==> src/rtl/fps_map_ext.sv <==
// Front-panel output mapper: per-channel source select, invert and pulse stretch,
// with double-buffered configuration that switches every channel on one apply edge.
module fps_map_ext #(
  parameter int N_OUT   = 6,
  parameter int N_PULSE = 14,
  parameter int N_DBUS  = 8,
  parameter int SEL_W   = 6,
  parameter int LEN_W   = 8,
  localparam int CH_W   = (N_OUT > 1) ? $clog2(N_OUT) : 1
) (
  input  logic               clk,
  input  logic               rst_n,
  input  logic [N_PULSE-1:0] pulses_i,
  input  logic [N_DBUS-1:0]  databus_i,
  input  logic               cfg_we_i,
  input  logic [CH_W-1:0]    cfg_ch_i,
  input  logic [SEL_W-1:0]   cfg_sel_i,
  input  logic               cfg_inv_i,
  input  logic [LEN_W-1:0]   cfg_len_i,
  input  logic               cfg_apply_i,
  output logic               cfg_pending_o,
  output logic [N_OUT-1:0]   front_out_o
);

  localparam int PULSE_BASE = 'h0B;
  localparam int DBUS_BASE  = 'h20;
  localparam logic [SEL_W-1:0] SEL_ONE = SEL_W'('h3E);

  logic cfg_accept;
  logic pending_q, pending_d;

  assign cfg_accept = cfg_we_i && (32'(cfg_ch_i) < N_OUT);

  // A same-edge apply absorbs the write, so pending only survives without apply.
  always_comb begin
    pending_d = pending_q;
    if (cfg_apply_i)     pending_d = 1'b0;
    else if (cfg_accept) pending_d = 1'b1;
  end

  always_ff @(posedge clk or negedge rst_n) begin
    if (!rst_n) pending_q <= 1'b0;
    else        pending_q <= pending_d;
  end

  assign cfg_pending_o = pending_q;

  for (genvar gi = 0; gi < N_OUT; gi++) begin : g_ch
    logic             we_hit;
    logic [SEL_W-1:0] sel_sh_q, sel_sh_d, sel_q;
    logic             inv_sh_q, inv_sh_d, inv_q;
    logic [LEN_W-1:0] len_sh_q, len_sh_d, len_q;
    logic             src;
    logic             s1_q, s1p_q, front_q, rise;
    logic [LEN_W-1:0] cnt_q, cnt_d;

    assign we_hit = cfg_we_i && (cfg_ch_i == CH_W'(gi));

    always_comb begin
      sel_sh_d = sel_sh_q;
      inv_sh_d = inv_sh_q;
      len_sh_d = len_sh_q;
      if (we_hit) begin
        sel_sh_d = cfg_sel_i;
        inv_sh_d = cfg_inv_i;
        len_sh_d = cfg_len_i;
      end
    end

    // Unlisted codes (gaps, 0x3F, beyond the bus widths) decode to constant 0.
    always_comb begin
      src = 1'b0;
      for (int k = 0; k < N_PULSE; k++)
        if (sel_q == SEL_W'(PULSE_BASE + k)) src = pulses_i[k];
      for (int k = 0; k < N_DBUS; k++)
        if (sel_q == SEL_W'(DBUS_BASE + k)) src = databus_i[k];
      if (sel_q == SEL_ONE) src = 1'b1;
    end

    assign rise = s1_q & ~s1p_q;

    always_comb begin
      cnt_d = cnt_q;
      if (rise && (len_q != '0)) cnt_d = len_q - LEN_W'(1);
      else if (cnt_q != '0)      cnt_d = cnt_q - LEN_W'(1);
    end

    always_ff @(posedge clk or negedge rst_n) begin
      if (!rst_n) begin
        sel_sh_q <= '0;
        inv_sh_q <= 1'b0;
        len_sh_q <= '0;
        sel_q    <= '0;
        inv_q    <= 1'b0;
        len_q    <= '0;
        s1_q     <= 1'b0;
        s1p_q    <= 1'b0;
        cnt_q    <= '0;
        front_q  <= 1'b0;
      end else begin
        sel_sh_q <= sel_sh_d;
        inv_sh_q <= inv_sh_d;
        len_sh_q <= len_sh_d;
        s1_q     <= src;
        front_q  <= (s1_q | (cnt_q != '0)) ^ inv_q;
        // Apply restarts edge detection so a source already high yields one rise.
        if (cfg_apply_i) begin
          sel_q <= sel_sh_d;
          inv_q <= inv_sh_d;
          len_q <= len_sh_d;
          s1p_q <= 1'b0;
          cnt_q <= '0;
        end else begin
          s1p_q <= s1_q;
          cnt_q <= cnt_d;
        end
      end
    end

    assign front_out_o[gi] = front_q;
  end

endmodule

==> config.mk <==
export PLATFORM = sky130hd
export DESIGN_NAME = fps_map_ext
export DESIGN_NICKNAME = d
export VERILOG_FILES = /design/src/rtl/fps_map_ext.sv
export SDC_FILE = /design/constraint.sdc
export NUM_CORES = 1
export LEC_CHECK = 0
export CORE_UTILIZATION = 45
export CTS_CLUSTER_DIAMETER = 30
export DETAILED_ROUTE_END_ITERATION = 10
export DONT_BUFFER_PORTS = 1
export GPL_TIMING_DRIVEN = 0
export SYNTH_ARGS = -nofsm -noshare
export SYNTH_HDL_FRONTEND = slang
export SYNTH_SLANG_ARGS = --single-unit
export TNS_END_PERCENT = 30
==> constraint.sdc <==
create_clock -name clk -period 6.11 [get_ports clk]
set_clock_uncertainty 0.1 [all_clocks]
set_input_delay 0 -clock clk [delete_from_list [all_inputs] [get_ports clk]]
set_output_delay 0 -clock clk [all_outputs]
set_load 0.1 [all_outputs]
==> summary.md <==
| Metric | Value |
|---|---|
| Register area share after synthesis | `just under 50%` |
| Worst slew pin tran | `roughly 1300 ps` |
| Total CTS buffers | `55` |
| ANT nets after route | `0` |
| Area leader, netlist | `dfrtp_1` |
| HP Start | `cfg_ch_i[2]` |
| Vias per std cell | `5.61` |
| Syn Nets | `1158` |
| Max Cap Violations | `0` |
| Delay of the slowest cell on the worst path | `590 ps` |
| Top-count cell post-synth | `dfrtp_1` |
| Filler cell count | `2338` |
| DRT Wirelength | `32400 microns` |
| Mux cell area share after synthesis | `19.8%` |
| Flop2flop setup slack | `2430 ps` |
| Worst-case clock buffer depth | `3` |
| Register Area | `6180 sq um` |
| Nets | `1253` |
| Worst vdd ir | `around 270 uV` |
| Ys flop type | `dfrtp_1` |
| DR iter-0 viols | `788` |
| Final Max Tran Viols | `0` |
| Htree depth | `2` |
| Area delta synth->final | `23.4%` |
| Routed len/inst | `20.0 microns` |
| CTS tree | `yes` |
| Setup-failing EPs final | `0` |
| First-pass iteration count of the detailed router | `5` |
| R2R Path End | `g_ch[1].s1_q$_DFF_PN0_` |
| Share of layout cells above drive strength 1 | `25.4%` |
| Via Count | `9094` |
| Synth Register Bits | `247` |
| Core Region | `27100 sq um` |
| Fin. Hold Viols | `0` |
| Worst path most repeated cell | `dlygate4sd3_1` |
| Ant. Diodes | `0` |
| Slew margin rel. | `16.3%` |
| Number of global-route vias before repair | `between 9000 and 10000` |
| Clock sink total | `247` |
| Leakage | `between 6 and 7 nW` |
| Row Count | `60` |
| Clk root buf | `clkbuf_16` |
| CP startpoint | `g_ch[1].sel_q[0]$_DFFE_PN0P_` |
| Post-Synth XOR/XNOR Area | `3.58%` |
| HPWL after detailed placement | `20900 microns` |
| Largest net degree at the start of global routing | `248` |
| Later-pin clock latency in the skew report | `570 ps` |
| CTS clk-pin slew, worst paths | `about 50 ps` |
| Largest family of logic cells by synthesized area | `multiplexers` |
| Hold-fix buffers, CTS | `38` |
| Starting Density | `46.0%` |
| Compound-gate portion of the synthesized area | `about a tenth` |
| Worst-path fanout max | `10` |
| Total power draw | `0.00781 W` |
| Die area | `about 28000 sq um` |
| Critical path's slowest cell | `dlygate4sd3_1` |
| # Post-CTS Setup Buffers | `0` |
| Synthesized cell area | `12500 sq um` |
| Post-Synth Simple-Gate Area | `13.2%` |
| RSZ-0062 raised after global routing | `no` |
| Post-CTS Resized | `0` |
| Post-synth cell types | `72` |
| HP Class | `input port to flop` |
| Number of remaining DRC errors | `0` |
| Top post-synthesis cells by count | `247 x dfrtp_1, 176 x mux2_2, 79 x nor2_1` |
| Total negative slack | `0 ps` |
| Die H | `roughly 170 microns` |
| Worst Setup EP | `g_ch[1].s1_q$_DFF_PN0_` |
| Multi-input logic area | `just under 6000 sq um` |
| Crit start category | `flop` |
| Register-to-Register Path Depth | `9` |
| GRT overflow | `0` |
| Final period util | `~60%` |
| Total GRT Usage | `23.7%` |
| Status | `completed` |
| Avg Inst Size Synth | `~11 sq um` |
| Synth Instances | `between 1000 and 1500` |
| Fmax | `272 MHz` |
| Die width | `about 170 microns` |
| Critical path class | `flop to flop` |
| Crit. End Element | `flop` |
| Top-area cell type share of the netlist area | `49.6%` |
| Arrival time at the worst endpoint | `4010 ps` |
| Initial antenna violation count | `1` |
| Syn. warnings | `0` |
| Crit-path cells | `clkbuf_1, clkbuf_1, a21oi_1, a211o_1, dlygate4sd3_1, o211ai_1, dlygate4sd3_1, nand4b_1, dlygate4sd3_1` |
| Gpl congestion | `between 0.8 and 0.9` |
| Data required, critical path | `approximately 6400 ps` |
| Hold_ws | `22.0 ps` |
| Largest cells by area after synthesis | `dfrtp_1 50%, mux2_2 16%, mux2i_1 3.4%, nor2_1 2.4%, xnor2_1 2.2%` |
| Post-synthesis adder-cell area fraction | `less than 1%` |
| Post-synth EDFFs | `0` |
| Power density cells | `approximately 500 nW/um^2` |
| Worst R2R Start | `g_ch[1].sel_q[0]$_DFFE_PN0P_` |
| First-pass GRT wire length | `52400 microns` |
| I/O pin total | `51` |
| Period minus WS final | `between 3000 and 4000 ps` |
| Ys async rst share | `100%` |
| Number of buffers added on ports | `0` |
## critical path, delay by kind of cell, from the launching register on
family | cells | cell delay [ps]
flip-flops | 1 | 330
AND/OR/NAND/NOR | 1 | 120
buffers and inverters | 5 | 2450
AO/OA/AOI/OAI | 3 | 570
## metal layers
| metal | vias to the layer above | GRT usage, % | wire, microns |
|---|---|---|---|
| li1 | 4232 | - | - |
| met1 | 4570 | 32.5 | 14900 |
| met2 | 233 | 37.9 | 15000 |
| met3 | 59 | 4.61 | 1760 |
| met4 | 0 | 7.43 | 645 |
| met5 | - | 0 | 0 |
## flip-flops by register name, indices dropped and copies added (netlist names)
register and count:
cfg_pending_o 1, g_ch.sel_q 36, g_ch.cnt_q 48, g_ch.front_q 6, g_ch.sel_sh_q 36, g_ch.inv_q 6
g_ch.s1_q 6, g_ch.s1p_q 6, g_ch.inv_sh_q 6, g_ch.len_sh_q 48, g_ch.len_q 48
## worst min-delay path by stage
| stage | to | slack [ps] | cells after the start |
|---|---|---|---|
| detailed placement | g_ch[5].cnt_q[3]$_DFFE_PN0P_ | -380 | 0 |
| global placement | g_ch[5].cnt_q[3]$_DFFE_PN0P_ | -380 | 0 |
| finish | g_ch[5].len_sh_q[4]$_DFF_PN0_ | 20 | 2 |
| CTS | g_ch[2].s1_q$_DFF_PN0_ | 0.8 | 6 |
| floorplan | cfg_pending_o$_DFFE_PN0P_ | -400 | 0 |
| global route | g_ch[5].inv_sh_q$_DFF_PN0_ | 50 | 2 |
## power by group
group / internal [W] / switching [W]
registers: 0.00208 / 0.000332
logic: 0.000988 / 0.00119
clock network: 0.00224 / 0.000973
## through the flow
stage          setup WS [ps]  area [sq um]  instances  util [%]
6_report                2430         15400       1620      56.8
4_1_cts                 2490         15400       1620      56.8
3_5_place_dp            3180         12900       1480      47.7
2_1_floorplan           3480         12500       1108         -
3_3_place_gp            3240         12900       1480      47.7
5_1_grt                 2250         15400       1620      56.8
## layout by cell type, fill, tap and decap left out, drive strengths merged, types with 7 or more instances in the layout
master / instances
dfrtp: 247
mux2: 178
clkbuf: 111
nor2: 79
nor3: 54
nand2: 49
o21ai: 47
mux2i: 42
dlygate4sd3: 37
inv: 35
xnor2: 31
a21oi: 31
buf: 21
xor2: 20
a211oi: 19
nand3: 16
nor2b: 15
or3: 15
nor3b: 15
bufinv: 12
clkinv: 12
nand2b: 11
a31oi: 10
or4: 9
nor4: 8
and2: 8
o211ai: 8
o22ai: 8
clkinvlp: 7
## cell type report
cell class | count | area share (%)
multi-input combinational | 766 | 38.2
timing repair buffer | 38 | 2.59
buffer | 67 | 2.01
sequential | 247 | 40.2
clock buffer | 64 | 9.56
tap | 372 | 3.02
clock inverter | 38 | 3.80
inverter | 28 | 0.683
## cells by family (layout without fill, tap and decap cells)
group,after synthesis,after routing
AOI/OAI and AO/OA,178,178
xor gates and xnor gates,51,51
adders and majority gates,6,6
buffers and inverters,95,235
DFF,247,247
muxes,222,222
and+or+nand+nor,309,309
(Power assumes the default switching activity.)
